`src/rtl/sram_arbiter_2m.sv`:
```
// Two-master round-robin arbiter for a single-port byte-enabled SRAM; grant and SRAM drive are combinational (0-cycle), read data returns 1 cycle after grant.
// Losing requester is back-pressured by holding gnt low; it must keep its request stable until granted.
module sram_arbiter_2m #(
    parameter int W_ADDR    = 16,
    parameter int MAX_BURST = 8
) (
    input  logic              clk,
    input  logic              rst_n,
    input  logic              m0_req,
    input  logic              m0_lock,
    input  logic              m0_write,
    input  logic [W_ADDR-1:0] m0_addr,
    input  logic [31:0]       m0_wdata,
    input  logic [3:0]        m0_bytemask,
    output logic              m0_gnt,
    output logic              m0_rvalid,
    output logic [31:0]       m0_rdata,
    input  logic              m1_req,
    input  logic              m1_lock,
    input  logic              m1_write,
    input  logic [W_ADDR-1:0] m1_addr,
    input  logic [31:0]       m1_wdata,
    input  logic [3:0]        m1_bytemask,
    output logic              m1_gnt,
    output logic              m1_rvalid,
    output logic [31:0]       m1_rdata,
    output logic              sram_en,
    output logic              sram_wen,
    output logic [W_ADDR-1:0] sram_addr,
    output logic [31:0]       sram_wdata,
    output logic [3:0]        sram_bytemask,
    input  logic [31:0]       sram_rdata
);

    localparam logic [7:0] BURST_LIM = 8'(MAX_BURST - 1);

    logic       last_gnt_q, last_gnt_d;
    logic [7:0] burst_cnt_q, burst_cnt_d;
    logic       rd_pend_q, rd_pend_d;
    logic       rd_owner_q, rd_owner_d;

    logic owner_req;
    logic owner_lock;
    logic locked;
    logic gnt0;
    logic gnt1;
    logic xfer_lock;
    logic xfer_write;

    // The owner keeps the SRAM only while it still asks, asks for lock, and is under the burst limit.
    always_comb begin
        owner_req  = last_gnt_q ? m1_req  : m0_req;
        owner_lock = last_gnt_q ? m1_lock : m0_lock;
        locked     = owner_req && owner_lock && (burst_cnt_q < BURST_LIM);
        gnt0 = 1'b0;
        gnt1 = 1'b0;
        if (rst_n) begin
            if (m0_req && !m1_req) begin
                gnt0 = 1'b1;
            end else if (m1_req && !m0_req) begin
                gnt1 = 1'b1;
            end else if (m0_req && m1_req) begin
                if (locked ? last_gnt_q : !last_gnt_q) begin
                    gnt1 = 1'b1;
                end else begin
                    gnt0 = 1'b1;
                end
            end
        end
    end

    always_comb begin
        sram_en       = 1'b0;
        sram_wen      = 1'b0;
        sram_addr     = '0;
        sram_wdata    = '0;
        sram_bytemask = '0;
        xfer_lock     = 1'b0;
        xfer_write    = 1'b0;
        if (gnt0) begin
            sram_en       = 1'b1;
            sram_wen      = m0_write;
            sram_addr     = m0_addr;
            sram_wdata    = m0_wdata;
            sram_bytemask = m0_write ? m0_bytemask : 4'hf;
            xfer_lock     = m0_lock;
            xfer_write    = m0_write;
        end else if (gnt1) begin
            sram_en       = 1'b1;
            sram_wen      = m1_write;
            sram_addr     = m1_addr;
            sram_wdata    = m1_wdata;
            sram_bytemask = m1_write ? m1_bytemask : 4'hf;
            xfer_lock     = m1_lock;
            xfer_write    = m1_write;
        end
    end

    always_comb begin
        last_gnt_d  = last_gnt_q;
        burst_cnt_d = burst_cnt_q;
        rd_pend_d   = 1'b0;
        rd_owner_d  = rd_owner_q;
        if (gnt0 || gnt1) begin
            last_gnt_d = gnt1;
            if ((gnt1 == last_gnt_q) && xfer_lock) begin
                burst_cnt_d = (burst_cnt_q == 8'hff) ? 8'hff : burst_cnt_q + 8'd1;
            end else begin
                burst_cnt_d = '0;
            end
            if (!xfer_write) begin
                rd_pend_d  = 1'b1;
                rd_owner_d = gnt1;
            end
        end else if (!(owner_req && owner_lock)) begin
            burst_cnt_d = '0;
        end
    end

    always_ff @(posedge clk or negedge rst_n) begin
        if (!rst_n) begin
            last_gnt_q  <= 1'b1;
            burst_cnt_q <= '0;
            rd_pend_q   <= 1'b0;
            rd_owner_q  <= 1'b0;
        end else begin
            last_gnt_q  <= last_gnt_d;
            burst_cnt_q <= burst_cnt_d;
            rd_pend_q   <= rd_pend_d;
            rd_owner_q  <= rd_owner_d;
        end
    end

    assign m0_gnt    = gnt0;
    assign m1_gnt    = gnt1;
    assign m0_rvalid = rst_n && rd_pend_q && !rd_owner_q;
    assign m1_rvalid = rst_n && rd_pend_q && rd_owner_q;
    assign m0_rdata  = m0_rvalid ? sram_rdata : 32'h0;
    assign m1_rdata  = m1_rvalid ? sram_rdata : 32'h0;

endmodule

```
`config.mk`:
```
export PLATFORM = sky130hd
export DESIGN_NAME = sram_arbiter_2m
export DESIGN_NICKNAME = d
export VERILOG_FILES = /design/src/rtl/sram_arbiter_2m.sv
export SDC_FILE = /design/constraint.sdc
export NUM_CORES = 1
export LEC_CHECK = 0
export ABC_AREA = 1
export CAP_MARGIN = 25
export CORE_AREA = 2 2 103 105
export CTS_CLUSTER_DIAMETER = 80
export DETAILED_ROUTE_END_ITERATION = 7
export DIE_AREA = 0 0 105 107
export PLACE_DENSITY = 0.66
export SYNTH_ARGS = -nofsm -noshare
export SYNTH_HDL_FRONTEND = slang
export SYNTH_SLANG_ARGS = --single-unit
```
`constraint.sdc`:
```
create_clock -name clk -period 2.3 [get_ports clk]
set_input_delay 0.46 -clock clk [delete_from_list [all_inputs] [get_ports clk]]
set_output_delay 0.46 -clock clk [all_outputs]
set_load 0.05 [all_outputs]
```
==> metrics.md <==
| Metric | Value |
|---|---|
| Status | `complete, but fails checks` |
| Violated checks | `negative setup slack` |
| Fin crit period | `2.58 ns` |
| Post-synth net total | `536` |
| Crit end category | `primary output` |
| Yosys warning count | `0` |
| Leak pwr | `3.41 nW` |
| Total track usage | `24.7%` |
| Initial antenna violation count | `0` |
| Critical path buffers and inverters | `3` |
| Final Max Slew Viols | `0` |
| Die area | `11,200 um2` |
| Simple-gate share of the synthesized area | `62.3%` |
| Initial core utilization | `20.4%` |
| Routed len/inst | `18.6 um` |
| Vias per std cell | `4.46` |
| Seq/Total Area, Yosys | `13.4%` |
| Ports | `266` |
| MaxCap Viol Count | `0` |
| Crit-path max cell delay | `0.38 ns` |
| CP startpoint kind | `register` |
| Final setup margin | `-0.280 ns` |
| Multiplexer area fraction after synthesis | `0%` |
| Worst path cell trace | `ha_2 -> nand2_2 -> nand2_2 -> nor2_4 -> nand2_2 -> nand2_2 -> nand3_4 -> nand2_4 -> nand2_4 -> clkinv_8 -> buf_12 -> nand2_2 -> nand2_4 -> buf_12` |
| VDD IR max | `0.348 mV` |
| CP most frequent cell | `nand2_2` |
| Core Region | `10,100 um2` |
| DIE HEIGHT | `107 um` |
| Layout area overhead | `267%` |
| Post-Layout Cell Count | `833` |
| PnR Total Power | `2.28 mW` |
| H-tree levels | `1` |
| Compound-Gate Fraction of Synth Area | `4.01%` |
| Mapped Cells | `391` |
| PwrDens | `302 nW/um2` |
| Setup skew after layout | `0.00309 ns` |
| First-pass GRT wire length | `21,500 um` |
| Fmax | `388 MHz` |
| CTS Hold Bufs | `0` |
| Worst path top cell family by delay | `simple AND/OR/NAND/NOR gates` |
| RSZ-0062 raised after global routing | `yes` |
| I/O Buffers | `265` |
| Post-synthesis adder-cell area fraction | `0.608%` |
| Die width | `105 um` |
| Max_slew headroom | `84.3%` |
| WP data required | `1.84 ns` |
| Core Rows | `37` |
| Synth cell types | `27` |
| Final ANT Viol Nets | `0` |
| Reg clk slew, reported paths | `0.05 ns` |
| Layout cell share with drive strength beyond 1 | `54.1%` |
| # setup viols final | `55` |
| CTS tree | `yes` |
| Worst slack, placed | `-0.314 ns` |
| Xor-xnor portion of the synthesized cell area | `0.425%` |
| Main combinational cell family by area after synthesis | `simple AND/OR/NAND/NOR gates` |
| Initial drt markers | `168` |
| Final Instance Area | `7550 um2` |
| Setup TNS | `-13.00 ns` |
| Fin crit share | `112%` |
| Crit-path max FO | `9` |
| CTS sink cnt | `11` |
| Pin count of the biggest net entering global routing | `17` |
| Ant. Diodes | `0` |
| WP data arrival | `2.12 ns` |
| Placed cell count | `812` |
| CP max-delay cell | `dfrtp_1` |
| Fin nets | `843` |
| RD Place Congestion | `0.952` |
| Via count | `3,717` |
| Yosys reg bits | `11` |
| Grt ovf | `0` |
| Clock root buffer | `clkbuf_8` |
| Final hold violations | `0` |
| Vias in the first global route | `3,738` |
| Type of the worst setup path | `reg -> out` |
| Fillers | `704` |
| Clock Path Buffers | `2` |
| Syn_area_per_cell | `5.27 um2` |
| 1st-pass router iterations | `5` |
| CTS buffer count | `3` |
| DR DRC count | `0` |
| HPWL Detailed | `12,000 um` |
| Post-synthesis cell area | `2060 um2` |
| Hold WC Path Type | `in -> async` |
| Utilization after layout | `74.8%` |
| Post-DP Area | `6930 um2` |
| Worst-Margin Slew | `0.233 ns` |
| Clk_lat worst skew | `0.25 ns` |
| Fin Hold WS | `0.295 ns` |
| Final wirelength | `15,500 um` |
## worst paths after layout
kind | startpoint | endpoint | depth (start not counted) | slack [ns]
hold reg to reg | burst_cnt_q[3] | burst_cnt_q[3] | 2 | 0.54
hold / removal | rst_n | burst_cnt_q[4] | 2 | 0.30
min in group clk | burst_cnt_q[3] | burst_cnt_q[3] | 2 | 0.54
setup / recovery | burst_cnt_q[1] | sram_wdata[24] | 14 | -0.28
setup reg to reg | burst_cnt_q[1] | burst_cnt_q[1] | 16 | 0.16
max in group asynchronous | rst_n | last_gnt_q | 2 | 1.83
## layout by cell type (no fill, tap or decap), drive strengths merged
cell           count
dlygate4sd2        4
nor2              71
o21ai             14
a21oi              1
dfstp              1
nand3             21
dlymetal6s2s       1
nand4              5
buf              176
xnor2              1
clkdlybuf4s50    138
ha                 1
clkbuf             5
nor3               2
nand2            191
dfrtp             10
clkinv             1
or3                1
inv               53
## Yosys cell counts
master | n | share of area, %
a21oi_1 | 1 | 0.24
buf_12 | 4 | 3.9
buf_2 | 1 | 0.24
buf_6 | 5 | 2.7
buf_8 | 1 | 0.73
clkbuf_1 | 7 | 1.3
dfrtp_1 | 10 | 12
dfstp_2 | 1 | 1.3
ha_1 | 1 | 0.61
inv_1 | 49 | 8.9
inv_2 | 3 | 0.55
inv_4 | 1 | 0.30
inv_8 | 1 | 0.55
nand2_1 | 146 | 27
nand2_2 | 44 | 13
nand2_4 | 1 | 0.55
nand3_1 | 17 | 4.1
nand3_2 | 4 | 1.9
nand4_1 | 5 | 1.5
nor2_1 | 69 | 13
nor2_2 | 1 | 0.30
nor2_4 | 1 | 0.55
nor3_1 | 2 | 0.49
o21ai_0 | 12 | 2.9
o21ai_2 | 2 | 0.85
or3_1 | 1 | 0.30
xnor2_1 | 1 | 0.43
## cell type report
class                      instances  area, um2  area share [%]
tap                              136        170            2.25
multi-input combinational        308       2360            31.2
inverter                          54        225            2.98
timing repair buffer             320       4480            59.3
clock buffer                       4       45.0           0.596
sequential                        11        277            3.66
## routing by layer
layer | vias up | part of all wire [%] | track usage, %
li1 | 1772 | - | -
met3 | 17 | 9.6 | 8.33
met1 | 1739 | 37 | 29.4
met5 | - | 0 | 0
met4 | 0 | 1.6 | 3.90
met2 | 189 | 52 | 43.9
## power breakdown
group          total [mW]  leakage (nW)  switching [mW]  internal, mW
sequential          0.214         0.148         0.00904         0.205
clock               0.202        0.0228          0.0801         0.122
combinational        1.87          3.24           0.974         0.891
## state kept, by name (all words and copies together) (netlist names)
register and flops:
rd_owner_q 1, burst_cnt_q 8, rd_pend_q 1, last_gnt_q 1
## cell families after synthesis
family,Yosys count
and+or+nand+nor,291
adders and majority gates,1
xor gates and xnor gates,1
AOI/OAI and AO/OA,15
buffers and inverters,72
DFF,11
## timing repair
item                                    CTS  global route
endpoints found under the setup margin  118           127
endpoints found under the hold margin     0             0
gates cloned                              1             1
setup buffers                            16             4
pin swaps                                16            22
gates resized for setup                  39            65
(Power assumes the default switching activity.)
